File: src/rtl/regfile_pkg.sv
// Shared types and constants for the register-file write side: register geometry,
// the {addr,data} write request and a helper that turns a register index into a busy bit.
package regfile_pkg;

    localparam int ADDR_W           = 5;
    localparam int DATA_W           = 64;
    localparam int NUM_REGS         = 2 ** ADDR_W;
    localparam int DEF_NUM_SRC      = 3;
    localparam int DEF_STARVE_LIMIT = 4;

    localparam logic [ADDR_W-1:0] ZERO_REG = '0;

    typedef struct packed {
        logic [ADDR_W-1:0] addr;
        logic [DATA_W-1:0] data;
    } wb_req_t;

    // Register 0 is hardwired zero, so it never shows up as busy.
    function automatic logic [NUM_REGS-1:0] reg_onehot(input logic [ADDR_W-1:0] addr);
        logic [NUM_REGS-1:0] mask;
        mask           = '0;
        mask[addr]     = 1'b1;
        mask[ZERO_REG] = 1'b0;
        return mask;
    endfunction

endpackage

File: src/rtl/regfile_wb_pick2.sv
// Combinational pick-two: starved requesters first, then the rest, each in ascending index;
// the second grant must target a different register than the first.
module regfile_wb_pick2
    import regfile_pkg::*;
#(
    parameter int NUM_SRC = DEF_NUM_SRC
) (
    input  logic [NUM_SRC-1:0]        req,
    input  logic [NUM_SRC-1:0]        starved,
    input  logic [NUM_SRC*ADDR_W-1:0] req_addr,
    output logic [NUM_SRC-1:0]        grant_a,
    output logic                      grant_a_valid,
    output logic [NUM_SRC-1:0]        grant_b,
    output logic                      grant_b_valid
);

    logic [ADDR_W-1:0] addr_a;

    // Pass 0 walks starved requesters, pass 1 the non-starved ones.
    always_comb begin
        grant_a       = '0;
        grant_b       = '0;
        grant_a_valid = 1'b0;
        grant_b_valid = 1'b0;
        addr_a        = '0;
        for (int pass = 0; pass < 2; pass++) begin
            for (int i = 0; i < NUM_SRC; i++) begin
                if (req[i] && (starved[i] == (pass == 0))) begin
                    if (!grant_a_valid) begin
                        grant_a[i]    = 1'b1;
                        grant_a_valid = 1'b1;
                        addr_a        = req_addr[i*ADDR_W +: ADDR_W];
                    end else if (!grant_b_valid &&
                                 (req_addr[i*ADDR_W +: ADDR_W] != addr_a)) begin
                        grant_b[i]    = 1'b1;
                        grant_b_valid = 1'b1;
                    end
                end
            end
        end
    end

endmodule

File: src/rtl/regfile_writeback_arbiter.sv
// Write-side initiator for the register file: one holding slot per result source, two
// registered write ports fed by a conflict-free pick-two, plus a busy mask for issue hazards.
module regfile_writeback_arbiter
    import regfile_pkg::*;
#(
    parameter int NUM_SRC      = DEF_NUM_SRC,
    parameter int STARVE_LIMIT = DEF_STARVE_LIMIT
) (
    input  logic                      clk,
    input  logic                      reset,
    input  logic [NUM_SRC-1:0]        src_valid,
    output logic [NUM_SRC-1:0]        src_ready,
    input  logic [NUM_SRC*ADDR_W-1:0] src_addr,
    input  logic [NUM_SRC*DATA_W-1:0] src_data,
    output logic [ADDR_W-1:0]         write_port_1,
    output logic [DATA_W-1:0]         write_data_1,
    output logic [ADDR_W-1:0]         write_port_2,
    output logic [DATA_W-1:0]         write_data_2,
    output logic [NUM_REGS-1:0]       busy_mask
);

    localparam int              CNT_W   = $clog2(STARVE_LIMIT + 1);
    localparam logic [CNT_W-1:0] CNT_MAX = CNT_W'(STARVE_LIMIT);

    wb_req_t            slot_q       [NUM_SRC];
    wb_req_t            slot_d       [NUM_SRC];
    logic [NUM_SRC-1:0] slot_valid_q;
    logic [NUM_SRC-1:0] slot_valid_d;
    logic [CNT_W-1:0]   starve_cnt_q [NUM_SRC];
    logic [CNT_W-1:0]   starve_cnt_d [NUM_SRC];
    wb_req_t            port1_q;
    wb_req_t            port1_d;
    wb_req_t            port2_q;
    wb_req_t            port2_d;

    logic [NUM_SRC-1:0]        starved;
    logic [NUM_SRC*ADDR_W-1:0] slot_addr_flat;
    logic [NUM_SRC-1:0]        grant_a;
    logic [NUM_SRC-1:0]        grant_b;
    logic                      grant_a_valid;
    logic                      grant_b_valid;
    logic [NUM_SRC-1:0]        granted;

    always_comb begin
        starved        = '0;
        slot_addr_flat = '0;
        for (int i = 0; i < NUM_SRC; i++) begin
            starved[i]                          = (starve_cnt_q[i] == CNT_MAX);
            slot_addr_flat[i*ADDR_W +: ADDR_W]  = slot_q[i].addr;
        end
    end

    regfile_wb_pick2 #(
        .NUM_SRC (NUM_SRC)
    ) u_pick2 (
        .req           (slot_valid_q),
        .starved       (starved),
        .req_addr      (slot_addr_flat),
        .grant_a       (grant_a),
        .grant_a_valid (grant_a_valid),
        .grant_b       (grant_b),
        .grant_b_valid (grant_b_valid)
    );

    // Ready depends only on slot state and grants, never on src_valid.
    always_comb begin
        granted   = (grant_a_valid ? grant_a : '0) | (grant_b_valid ? grant_b : '0);
        src_ready = reset ? (~slot_valid_q | granted) : '0;
    end

    always_comb begin
        port1_d = '0;
        port2_d = '0;
        for (int i = 0; i < NUM_SRC; i++) begin
            slot_d[i]       = slot_q[i];
            slot_valid_d[i] = slot_valid_q[i];
            starve_cnt_d[i] = '0;
            if (granted[i]) begin
                slot_valid_d[i] = 1'b0;
            end
            // A write to the zero register is accepted but never occupies the slot.
            if (src_valid[i] && src_ready[i]) begin
                slot_d[i].addr  = src_addr[i*ADDR_W +: ADDR_W];
                slot_d[i].data  = src_data[i*DATA_W +: DATA_W];
                slot_valid_d[i] = (src_addr[i*ADDR_W +: ADDR_W] != ZERO_REG);
            end
            if (slot_valid_q[i] && !granted[i]) begin
                starve_cnt_d[i] = (starve_cnt_q[i] == CNT_MAX) ? CNT_MAX
                                                               : starve_cnt_q[i] + 1'b1;
            end
            if (grant_a_valid && grant_a[i]) begin
                port1_d = slot_q[i];
            end
            if (grant_b_valid && grant_b[i]) begin
                port2_d = slot_q[i];
            end
        end
    end

    always_ff @(posedge clk) begin
        if (!reset) begin
            slot_valid_q <= '0;
            port1_q      <= '0;
            port2_q      <= '0;
            for (int i = 0; i < NUM_SRC; i++) begin
                slot_q[i]       <= '0;
                starve_cnt_q[i] <= '0;
            end
        end else begin
            slot_valid_q <= slot_valid_d;
            port1_q      <= port1_d;
            port2_q      <= port2_d;
            for (int i = 0; i < NUM_SRC; i++) begin
                slot_q[i]       <= slot_d[i];
                starve_cnt_q[i] <= starve_cnt_d[i];
            end
        end
    end

    always_comb begin
        write_port_1 = port1_q.addr;
        write_data_1 = port1_q.data;
        write_port_2 = port2_q.addr;
        write_data_2 = port2_q.data;
    end

    always_comb begin
        busy_mask = reg_onehot(port1_q.addr) | reg_onehot(port2_q.addr);
        for (int i = 0; i < NUM_SRC; i++) begin
            if (slot_valid_q[i]) begin
                busy_mask = busy_mask | reg_onehot(slot_q[i].addr);
            end
        end
    end

endmodule

File: config.mk
export PLATFORM = sky130hd
export DESIGN_NAME = regfile_writeback_arbiter
export DESIGN_NICKNAME = d
export VERILOG_FILES = /design/src/rtl/regfile_pkg.sv /design/src/rtl/regfile_wb_pick2.sv /design/src/rtl/regfile_writeback_arbiter.sv
export SDC_FILE = /design/constraint.sdc
export NUM_CORES = 1
export LEC_CHECK = 0
export ABC_AREA = 1
export ABC_CLOCK_PERIOD_IN_PS = 3650
export CORE_UTILIZATION = 25
export CTS_CLUSTER_DIAMETER = 120
export DETAILED_ROUTE_END_ITERATION = 16
export PLACE_DENSITY_LB_ADDON = 0.3
export SLEW_MARGIN = 20
export SYNTH_ARGS = -nofsm -noshare
export SYNTH_HDL_FRONTEND = slang
export SYNTH_HIERARCHICAL = 1
export SYNTH_SLANG_ARGS = --single-unit
File: constraint.sdc
create_clock -name clk -period 3.65 [get_ports clk]
set_input_delay 0.73 -clock clk [delete_from_list [all_inputs] [get_ports clk]]
set_output_delay 0.73 -clock clk [all_outputs]
set_load 0.01 [all_outputs]
==> run metrics <==
crit path time final=3.80 ns; fin area=23,100 µm²; core area=around 63,000 µm²; ANT nets after route=0; Placement Setup Slack=-0.0564 ns; DP HPWL=46,200 µm; Synth Area per Inst=just under 7 µm²; Starting DRT DRC Count=1,552; Static Leak=9.53 nW; Initial Utilization=25.5%; aggregate global routing overflow=0; Synth area leaders=dfxtp_1 (44%), nand2_1 (17%), nand3_1 (14%); worst endpoint required time=2.92 ns; CP Capture Type=primary output; drc violations=0; Detailed Routing Iterations Pass 1=5; peak fanout along the critical path=5; wire length per cell=19.6 µm; CTS tree=built; count of different cell masters after synthesis=33; first-pass GRT wire length=between 100,000 and 150,000 µm; # setup viols final=3; largest net degree at the start of global routing=200; clock latency on the worst-skew pair=0.59 ns; PortBufs=approximately 380; met3 wire len=5290 µm; row cnt=92; crit-path max cell delay=0.32 ns; met2 wire length=32,200 µm; Buf/Inv on CP=8; Clock transition at path regs=0.06 ns; Final Hold Fails=0; Clock Root Buffer=clkbuf_16; Seq/Total Area, Yosys=44.3%; worst rel slew slack=25.9%; Area after DPL=21,200 µm²; post-synthesis mux area share=0%; Seq cells post-synth=357; via count=17,632; RePlAce Congestion=~0.96; Top cell by count, worst path=nand2_2; # fillers=roughly 6,700; YS warnings=6; Startpoint Class=register; Gate Count Post-Synth=2,348; final wirelength=70,400 µm; # IOs=385; Layout area overhead=42.8%; maximum vdd ir drop=0.333 mV; DIE AREA=65,600 µm²; Clock Tree Buf Depth=3; xor/xnor share of the synthesized area=less than 1%; cts bufs inserted=43; slowest cell on the critical path=dfxtp_2; synthesized net count=about 2,600; vias in the first global route=~17,000; Power Total=10.5 mW; share of cells above drive strength 1=10.0%; Final period util=104%; htree depth=2; Tot GR Track Use=roughly a fifth; vias per cell=4.91; Top delay family on crit path=simple AND/OR/NAND/NOR gates; post-synthesis cell type with the largest combined area=dfxtp_1; Clock Skews=~0.031 ns; Die Y=256 µm; Synth Area in Compound Gates=10.4%; Hold-fix buffers, CTS=0; share of synthesized cell area in full adder, half adder and majority cells=0.465%; status=finished with violations; largest family of logic cells by synthesized area=simple AND/OR/NAND/NOR gates; metal1 wirelength=30,500 µm; clock tree sinks=357; Synth top area share=between 40 and 50%; failing checks=setup timing; Placed Cells=3,503; WS Path Type=reg -> out; Slew @ Worst Pin=between 1 and 1.5 ns; simple-gate share of the synthesized area=37.3%; initial antenna violation count=12; RSZ-0062 raised after global routing=true; worst path arrival time=3.07 ns; synthesized cell area=about 16,000 µm²; fmax=about 0.26 GHz; final worst slack=-0.152 ns; Pins Over Slew Limit=0; Pwr Density=457 nW/µm²; Die Span X=256 µm; layout net count=2,935; final std cells w/o fill=~3,600; MaxCap Viol Count=0; Max Used Layer=met5; Hold WC Path Type=reg -> reg
==> where the power goes <==
group,switching (mW),internal (mW)
combinational,1.04,0.737
clock,1.81,2.54
sequential,0.209,4.19
total,3.07,7.46
==> final timing paths <==
check	from	endpoint	slack, ns	depth (start not counted)
min reg2reg	slot_q[0][184]$_SDFFE_PN0P_	slot_q[0][184]$_SDFFE_PN0P_	0.47	2
max reg2reg	starve_cnt_q[0][0]$_SDFF_PP0_	write_data_2[63]$_SDFF_PN0_	0.19	29
max	starve_cnt_q[0][0]$_SDFF_PP0_	src_ready[2]	-0.15	25
min	slot_q[0][184]$_SDFFE_PN0P_	slot_q[0][184]$_SDFFE_PN0P_	0.47	2
==> per-stage QoR <==
stage               setup TNS [ns]  utilization (%)  hold slack [ns]
detailed placement          -0.103             33.4            0.467
CTS                         -0.593             36.0            0.475
global route                 -1.16             36.4            0.492
global placement            -0.134             33.4            0.466
finish                      -0.454             36.4            0.473
floorplan                        0                -            0.417
==> timing repair <==
item                       CTS  global route
pin swaps                   23            27
cloned                       0             1
hold endpoints to repair     0             0
setup buffers                7             8
setup endpoints to repair    3            58
gates resized for setup     46            48
==> per-layer routing <==
layer / GRT usage, % / vias to the layer above
li1: - / 8511
met1: 26.6 / 8191
met2: 33.1 / 753
met3: 4.39 / 155
met4: 6.85 / 22
met5: 0 / -
==> synthesized netlist by cell type (all sizes together) <==
| cell | number |
|---|---|
| a21oi | 4 |
| a31oi | 138 |
| ha | 6 |
| xor2 | 8 |
| o21bai | 1 |
| nand4 | 4 |
| nor2 | 218 |
| nand3 | 464 |
| o21ai | 152 |
| nor3 | 6 |
| buf | 88 |
| o21a | 3 |
| nand2 | 726 |
| conb | 1 |
| clkinv | 2 |
| clkbuf | 77 |
| inv | 93 |
| dfxtp | 357 |
==> placed cells by master, fill, tap and decap left out, types with 4 or more instances in the layout <==
cell             synthesis  routed
nand4_1                  4       4
clkbuf_8                 0      10
o21ai_0                150     149
nand2_4                  3      13
nor2_4                   3       8
buf_12                   0      19
nor2_1                 210     203
clkdlybuf4s50_1          0     379
nor3_1                   6       5
nor2_2                   4       6
ha_1                     6       5
clkbuf_1                76       6
nand2_2                  8      26
nand3_2                  3       6
inv_1                   79      74
nand3_1                461     455
nand2_1                715     686
dfxtp_1                357     351
a31oi_1                138     138
dfxtp_2                  0       6
buf_4                   16      82
xor2_1                   8       7
clkbuf_16                0      44
clkinv_2                 0       6
inv_2                   13      20
==> final cells by class <==
cell class | instances | area, µm² | area share [%]
diodes | 1 | 2.50 | 0.0108
clock buffers | 59 | 1240 | 5.36
clock inverters | 16 | 201 | 0.873
inverters | 95 | 369 | 1.60
multi-input cells | 1731 | 8140 | 35.3
flip-flops and latches | 357 | 7150 | 31.0
well taps | 846 | 1060 | 4.59
repair buffers | 489 | 4910 | 21.3
==> tightest hold or removal path, cell delays in order, from the launching register on <==
cell and delay [ns]:
dfxtp_1 0.31, nand3_1 0.07, nand2_1 0.04
==> sequential cells by signal (all words and copies together) (netlist names) <==
register and count:
slot_q 207, write_port_2 5, starve_cnt_q 9, write_port_1 5
write_data_2 64, write_data_1 64, slot_valid_q 3
==> cells by family (layout without fill, tap and decap cells) <==
logic type / count (synthesis) / after routing
buffers and inverters: 260 / 659
and+or+nand+nor: 1418 / 1418
DFF: 357 / 357
AOI/OAI and AO/OA: 298 / 298
adders and majority gates: 6 / 6
other: 1 / 2
xor gates and xnor gates: 8 / 8
No activity file was read; power rests on OpenSTA's default activity.
